## config.mk

```make
export PLATFORM = sky130hd
export DESIGN_NAME = multicycle_control_unit
export DESIGN_NICKNAME = d
export VERILOG_FILES = /design/src/rtl/multicycle_control_unit.sv
export SDC_FILE = /design/constraint.sdc
export NUM_CORES = 1
export LEC_CHECK = 0
export ABC_CLOCK_PERIOD_IN_PS = 1650
export BUFFER_PORTS_ARGS = -buffer_cell sky130_fd_sc_hd__buf_2
export CAP_MARGIN = 0
export CORE_ASPECT_RATIO = 1.25
export CORE_MARGIN = 10
export CORE_UTILIZATION = 46
export CTS_BUF_LIST = sky130_fd_sc_hd__clkbuf_8
export CTS_CLUSTER_DIAMETER = 60
export DETAILED_ROUTE_END_ITERATION = 12
export PLACE_DENSITY = 0.83
export SETUP_SLACK_MARGIN = 0.5
export SLEW_MARGIN = 5
export SYNTH_ARGS = -nofsm -noshare
export SYNTH_HDL_FRONTEND = slang
export SYNTH_SLANG_ARGS = --single-unit
```

## constraint.sdc

```tcl
create_clock -name clk -period 1.65 [get_ports clk]
set_input_delay 0.33 -clock clk [delete_from_list [all_inputs] [get_ports clk]]
set_output_delay 0.33 -clock clk [all_outputs]
set_load 0.02 [all_outputs]
```

## src/rtl/multicycle_control_unit.sv

```systemverilog
// -----------------------------------------------------------------------------
// multicycle_control_unit
//
// Multi-cycle FSM controller for the processor datapath. Each instruction walks
// through FETCH / DECODE / EXEC / MEM / WB as needed. The controller drives the
// datapath mux selects, the register and memory enables and the ALU opcode.
// Memory accesses stall on a ready handshake. If memory stays silent for too
// long, the FSM drops into a TRAP state that only reset can clear. Unknown
// opcodes raise a one-cycle illegal_op flag.
//
// Parameters
//   OPCODE_W     opcode width (encodings zero-extended to this width)
//   ALU_OP_W     ALU opcode / funct width
//   MEM_TIMEOUT  max wait cycles with mem_ready low before trap, 0 disables
//
// Ports
//   clk, rst_n      rising-edge clock, asynchronous active-low reset
//   i_opcode        instruction opcode from IR, sampled in DECODE
//   i_funct         R-type function field, sampled in DECODE
//   i_zero          ALU zero flag, used in EXEC for BEQ
//   i_mem_ready     memory completes the access this cycle
//   o_pc_src        00 PC+4, 01 branch target, 10 jump target
//   o_pc_enable     PC load
//   o_ir_write      IR load
//   o_reg_src       writeback data: 0 ALU, 1 memory
//   o_reg_dst       dest reg: 0 rt, 1 rd
//   o_alu_src1      ALU A: 0 PC, 1 rs
//   o_alu_src2      ALU B: 0 rt, 1 sign-extended immediate
//   o_reg_write     register file write enable
//   o_mem_word      1 word access, 0 byte access
//   o_mem_read      memory read request
//   o_mem_write     memory write request
//   o_alu_opcode    ALU operation
//   o_illegal_op    one-cycle pulse in DECODE for an unknown opcode
//   o_bus_error     high while in TRAP
//   o_state         current state (INIT 0 .. TRAP 6)
// -----------------------------------------------------------------------------
module multicycle_control_unit #(
    parameter int OPCODE_W    = 6,
    parameter int ALU_OP_W    = 6,
    parameter int MEM_TIMEOUT = 16
) (
    input  logic                clk,
    input  logic                rst_n,
    input  logic [OPCODE_W-1:0] i_opcode,
    input  logic [ALU_OP_W-1:0] i_funct,
    input  logic                i_zero,
    input  logic                i_mem_ready,
    output logic [1:0]          o_pc_src,
    output logic                o_pc_enable,
    output logic                o_ir_write,
    output logic                o_reg_src,
    output logic                o_reg_dst,
    output logic                o_alu_src1,
    output logic                o_alu_src2,
    output logic                o_reg_write,
    output logic                o_mem_word,
    output logic                o_mem_read,
    output logic                o_mem_write,
    output logic [ALU_OP_W-1:0] o_alu_opcode,
    output logic                o_illegal_op,
    output logic                o_bus_error,
    output logic [2:0]          o_state
);

    typedef enum logic [2:0] {
        S_INIT   = 3'd0,
        S_FETCH  = 3'd1,
        S_DECODE = 3'd2,
        S_EXEC   = 3'd3,
        S_MEM    = 3'd4,
        S_WB     = 3'd5,
        S_TRAP   = 3'd6
    } state_t;

    localparam logic [OPCODE_W-1:0] OP_R    = OPCODE_W'(6'b000000);
    localparam logic [OPCODE_W-1:0] OP_ADDI = OPCODE_W'(6'b001000);
    localparam logic [OPCODE_W-1:0] OP_LW   = OPCODE_W'(6'b100011);
    localparam logic [OPCODE_W-1:0] OP_LB   = OPCODE_W'(6'b100000);
    localparam logic [OPCODE_W-1:0] OP_SW   = OPCODE_W'(6'b101011);
    localparam logic [OPCODE_W-1:0] OP_SB   = OPCODE_W'(6'b101000);
    localparam logic [OPCODE_W-1:0] OP_BEQ  = OPCODE_W'(6'b000100);
    localparam logic [OPCODE_W-1:0] OP_J    = OPCODE_W'(6'b000010);

    localparam logic [ALU_OP_W-1:0] ALU_ADD = ALU_OP_W'(6'b100000);
    localparam logic [ALU_OP_W-1:0] ALU_SUB = ALU_OP_W'(6'b100010);

    // The counter only ever needs to hold MEM_TIMEOUT-1.
    localparam int CNT_W = (MEM_TIMEOUT > 2) ? $clog2(MEM_TIMEOUT) : 1;
    localparam int TERM_I = (MEM_TIMEOUT > 0) ? (MEM_TIMEOUT - 1) : 0;
    localparam logic [CNT_W-1:0] CNT_TERM = TERM_I[CNT_W-1:0];
    localparam bit TMO_EN = (MEM_TIMEOUT > 0);

    state_t                r_state;
    state_t                w_next_state;
    logic [OPCODE_W-1:0]   r_op;
    logic [ALU_OP_W-1:0]   r_funct;
    logic [CNT_W-1:0]      r_cnt;
    logic [CNT_W-1:0]      w_next_cnt;
    logic [OPCODE_W-1:0]   w_dec_op;
    logic                  w_timeout;
    logic                  w_is_load;
    logic                  w_is_word;

    // DECODE has to act on the opcode in the same cycle it is latched, so it
    // looks at the live IR field; every later state uses the latched copy.
    assign w_dec_op  = (r_state == S_DECODE) ? i_opcode : r_op;
    assign w_is_load = (r_op == OP_LW) || (r_op == OP_LB);
    assign w_is_word = (r_op == OP_LW) || (r_op == OP_SW);

    // Ready wins over a terminal count arriving in the same cycle.
    assign w_timeout = TMO_EN && (r_cnt == CNT_TERM) && !i_mem_ready;

    assign o_state = r_state;

    always_ff @(posedge clk or negedge rst_n) begin
        if (!rst_n) begin
            r_state <= S_INIT;
            r_op    <= '0;
            r_funct <= '0;
            r_cnt   <= '0;
        end else begin
            r_state <= w_next_state;
            r_cnt   <= w_next_cnt;
            if (r_state == S_DECODE) begin
                r_op    <= i_opcode;
                r_funct <= i_funct;
            end
        end
    end

    // Stall counter: runs only while waiting on memory in the same state.
    always_comb begin
        w_next_cnt = '0;
        if ((w_next_state == r_state) && !i_mem_ready &&
            ((r_state == S_FETCH) || (r_state == S_MEM))) begin
            w_next_cnt = r_cnt + CNT_W'(1);
        end
    end

    always_comb begin
        w_next_state = r_state;
        o_pc_src     = 2'b00;
        o_pc_enable  = 1'b0;
        o_ir_write   = 1'b0;
        o_reg_src    = 1'b0;
        o_reg_dst    = 1'b0;
        o_alu_src1   = 1'b0;
        o_alu_src2   = 1'b0;
        o_reg_write  = 1'b0;
        o_mem_word   = 1'b0;
        o_mem_read   = 1'b0;
        o_mem_write  = 1'b0;
        o_alu_opcode = '0;
        o_illegal_op = 1'b0;
        o_bus_error  = 1'b0;

        case (r_state)
            S_INIT: begin
                w_next_state = S_FETCH;
            end

            S_FETCH: begin
                o_mem_read = 1'b1;
                o_mem_word = 1'b1;
                if (i_mem_ready) begin
                    o_ir_write   = 1'b1;
                    o_pc_enable  = 1'b1;
                    w_next_state = S_DECODE;
                end else if (w_timeout) begin
                    w_next_state = S_TRAP;
                end
            end

            S_DECODE: begin
                case (w_dec_op)
                    OP_J: begin
                        o_pc_enable  = 1'b1;
                        o_pc_src     = 2'b10;
                        w_next_state = S_FETCH;
                    end
                    OP_R, OP_ADDI, OP_LW, OP_LB, OP_SW, OP_SB, OP_BEQ: begin
                        w_next_state = S_EXEC;
                    end
                    default: begin
                        o_illegal_op = 1'b1;
                        w_next_state = S_FETCH;
                    end
                endcase
            end

            S_EXEC: begin
                o_alu_src1 = 1'b1;
                case (r_op)
                    OP_R: begin
                        o_alu_opcode = r_funct;
                        w_next_state = S_WB;
                    end
                    OP_ADDI: begin
                        o_alu_opcode = ALU_ADD;
                        o_alu_src2   = 1'b1;
                        w_next_state = S_WB;
                    end
                    OP_LW, OP_LB, OP_SW, OP_SB: begin
                        o_alu_opcode = ALU_ADD;
                        o_alu_src2   = 1'b1;
                        w_next_state = S_MEM;
                    end
                    OP_BEQ: begin
                        o_alu_opcode = ALU_SUB;
                        o_pc_src     = 2'b01;
                        o_pc_enable  = i_zero;
                        w_next_state = S_FETCH;
                    end
                    default: begin
                        w_next_state = S_FETCH;
                    end
                endcase
            end

            S_MEM: begin
                o_mem_word  = w_is_word;
                o_mem_read  = w_is_load;
                o_mem_write = !w_is_load;
                if (i_mem_ready) begin
                    w_next_state = w_is_load ? S_WB : S_FETCH;
                end else if (w_timeout) begin
                    w_next_state = S_TRAP;
                end
            end

            S_WB: begin
                o_reg_write  = 1'b1;
                o_reg_src    = w_is_load;
                o_reg_dst    = (r_op == OP_R);
                w_next_state = S_FETCH;
            end

            S_TRAP: begin
                o_bus_error  = 1'b1;
            end

            default: begin
                w_next_state = S_INIT;
            end
        endcase
    end

endmodule

```

==> impl_summary.txt <==
----------------------------------------------------
[Run status]
  Outcome ... finished, violations left
  Violated checks ... setup timing

[Yosys]
  Count of mapped cells out of synthesis ... 114
  Syn. warnings ... 0
  Cell variety after synth ... 40
  Most used standard cell by instance count after synthesis ... dfrtp_1
  Dominant register cell in the synthesized netlist ... dfrtp_1
  Proportion of netlist area held by the largest area contributor ... 0.412
  Synthesized Nets ... 131
  Share of synthesized area occupied by flip-flops and latches ... 0.412
  Avg Synthesized Cell Area ... 10.1 um^2
  EDFF count, synth ... 0
  Area of the mapped netlist ... 1150 um^2
  Seq cells post-synth ... 19
  Share of flip-flops with an asynchronous set or reset ... 1.00
  Ranking of synthesized cells by area ... dfrtp_1 41%, mux2_2 9.8%, nand3_1 3.0%
  Leading post-synthesis cells by instance count ... 19 x dfrtp_1, 10 x mux2_2, 8 x nor2_1
  Cell taking the most area after synthesis ... dfrtp_1

[Clocking]
  Number of H-tree levels ... 1
  Clock buffer depth ... 2
  Clk sink count ... 19
  CTS Root Cell ... clkbuf_8
  Hold-fix buffer count after cts ... 0
  Clock latency of the later-clocked register in the worst-skew pair ... 0.25 ns
  Inserted Clock Buffers ... 3
  CTS clk-pin slew, worst paths ... 0.08 ns
  TritonCTS clock tree ... yes

[STA]
  Crit path setup slack, layout ... -0.617 ns
  Post-Route Skew ... 0.00697 ns
  WHS ... 0.00527 ns
  Final setup vio count ... 33
  Hold Fails Final Rpt ... 0
  Max Transition Viols Final ... 0
  Measured slew at the worst slew-check pin ... 0.435 ns
  Period utilisation layout ... 1.37
  Minimum clock period ... 2.27 ns
  Highest attainable clock frequency ... 0.441 GHz
  Setup repair after global routing missed its margin ... true
  Worst slew margin relative to its limit ... 0.710

[Die]
  Row count ... 20
  Effective utilization at floorplan ... 0.476
  Number of placed I/O pins ... 39
  Die Height ... 76.0 um
  Core Box Area ... 2430 um^2
  Die extent in x ... 64.8 um
  Area of the die ... 4930 um^2

[GRT]
  Via count of the first global-routing pass ... 1417
  Global routing usage summed across all routing layers ... 0.177
  Maximum number of pins on one net before global-route repair ... 20
  Remaining global-route overflow ... 0
  Global-route wire length before repair ... 7180 um
  Initial antenna violation count ... 0

[Power]
  Net switching share of the total power ... 0.429
  Clock network fraction of total power ... 0.083
  Cell internal power dissipation ... 2.20 mW
  Share of power burned in registers ... 0.234
  Power density normalized to cell area ... 1690 nW/um^2
  Worst voltage drop across the vdd grid ... 1.18 mV
  Logic pwr share ... 0.683
  Sw power ... 1.65 mW
  Leakage power of the design ... 1.04 nW

[Cells and area]
  Relative area change from synthesis to final layout ... 97.7%
  Antenna diode instance count ... 0
  NumNets Final ... 216
  Fraction of final layout cells sized beyond drive strength 1 ... 0.727
  Final standard cell area without fillers ... 2280 um^2
  Fillers ... 73

[Critical path]
  Startpoint types ... flop
  Data required, critical path ... 1.32 ns
  Critical path data arrival time ... 1.94 ns
  Setup Crit Path Kind ... flop to primary output
  Number of cells on the worst reg-to-reg path ... 8
  Slack of the worst reg-to-reg path ... -0.16 ns
  Crit. End Element ... primary output
  Maximum fanout count along the critical path ... 3

[Placed design]
  Weighted congestion reported at the end of routability-driven placement ... 0.759
  Buffers on Ports ... 38
  Post-DP Area ... 1650 um^2
  Estimated wirelength of the detail-placed design ... 2660 um

[Route]
  DR vias ... 1464
  Remaining number of nets flagged by the antenna check after routing ... 0
  Drt total wl ... 6100 um
  Iteration-0 DRC Markers ... 96
  Count of TritonRoute iterations in the first routing pass ... 4
  Residual DRC count ... 0
  Final routed wire length divided by cell count ... 26.4 um
  Via/cell ratio ... 6.34

[Run]
  Max capacitance violation total ... 0

[Min path]
  Worst Hold Class ... input pin to async pin

----------------------------------------------------
[power by group through the flow]
stage               Combinational (mW)  Clock [mW]  Sequential (mW)
global route                      2.72       0.346            0.903
finish                            2.63       0.319            0.903
detailed placement                1.54           0            0.830
floorplan                        0.903           0            0.888
global placement                  1.49           0            0.808
CTS                               2.13       0.311            0.835
[metal layers]
layer | wire length, um | vias to the layer above | share of wire | GRT usage
met5 | 0 | - | 0 | 0
met1 | 2200 | 725 | 0.36 | 0.199
met3 | 452 | 33 | 0.074 | 0.0235
met2 | 3120 | 108 | 0.51 | 0.312
li1 | - | 598 | - | -
met4 | 332 | 0 | 0.054 | 0.0880
[cell families after synthesis]
logic type	count (synthesis)	synth area share
buffers and inverters	9	0.0325
xor gates and xnor gates	4	0.0303
muxes	11	0.107
DFF	19	0.412
adders and majority gates	1	0.0108
and+or+nand+nor	51	0.298
AOI/OAI and AO/OA	19	0.109
[placed cells by master, fill, tap and decap left out, drive strengths merged, types with 3 or more instances in the layout]
cell,synthesis,final
nor2,8,8
nand3,7,7
clkbuf,1,3
mux2,11,11
a211o,3,3
nand4,3,3
or3,3,3
a21oi,5,5
inv,5,6
nor4,4,4
o21ai,4,4
dfrtp,19,19
or4,3,3
and2,5,5
buf,3,84
nand2b,3,3
[critical path, cell delays in order, from the launching register on]
cell and delay (ns):
dfrtp_1 0.43, or4_4 0.57, nor4b_4 0.35, a211o_1 0.21, buf_6 0.12
[through the flow]
step / total power [mW] / TNS, ns / instances / util / setup slack [ns]
after detailed placement: 2.36 / -2.67 / 205 / 0.679 / -0.286
after global placement: 2.29 / -2.15 / 205 / 0.679 / -0.247
final: 3.85 / -9.30 / 231 / 0.941 / -0.617
after CTS: 3.28 / -6.38 / 219 / 0.859 / -0.551
after floorplan: 1.79 / -2.25 / 114 / - / -0.360
after global routing: 3.97 / -10.38 / 231 / 0.941 / -0.646
[final cells by class]
cell class	instances	area, um^2	share of cell area
Inverter	5	23.8	0.0104
Sequential cell	19	479	0.210
Multi-Input combinational cell	86	925	0.405
Clock inverter	1	3.75	0.00164
Clock buffer	3	41.3	0.0181
Tap cell	33	41.3	0.0181
Timing Repair Buffer	84	769	0.337
[path summary, 6_finish.rpt]
check,startpoint,to
max reg2reg,o_state[2],o_state[2]
max,r_op[0],o_pc_enable
min reg2reg,r_cnt[0],r_cnt[0]
min,rst_n,r_cnt[3]
min in group clk,i_funct[0],r_funct[0]
max in group asynchronous,rst_n,o_state[2]
[state kept, by name, summed over array words and instances, names as in the netlist]
register / cells
r_funct: 6
r_op: 6
r_cnt: 4
o_state: 3
[timing repair]
action,CTS,global route
pin swaps,23,15
gates resized for setup,87,27
setup endpoints to repair,39,42
cloned,1,0
buffers inserted,9,12
No activity file was read; power rests on OpenSTA's default activity.
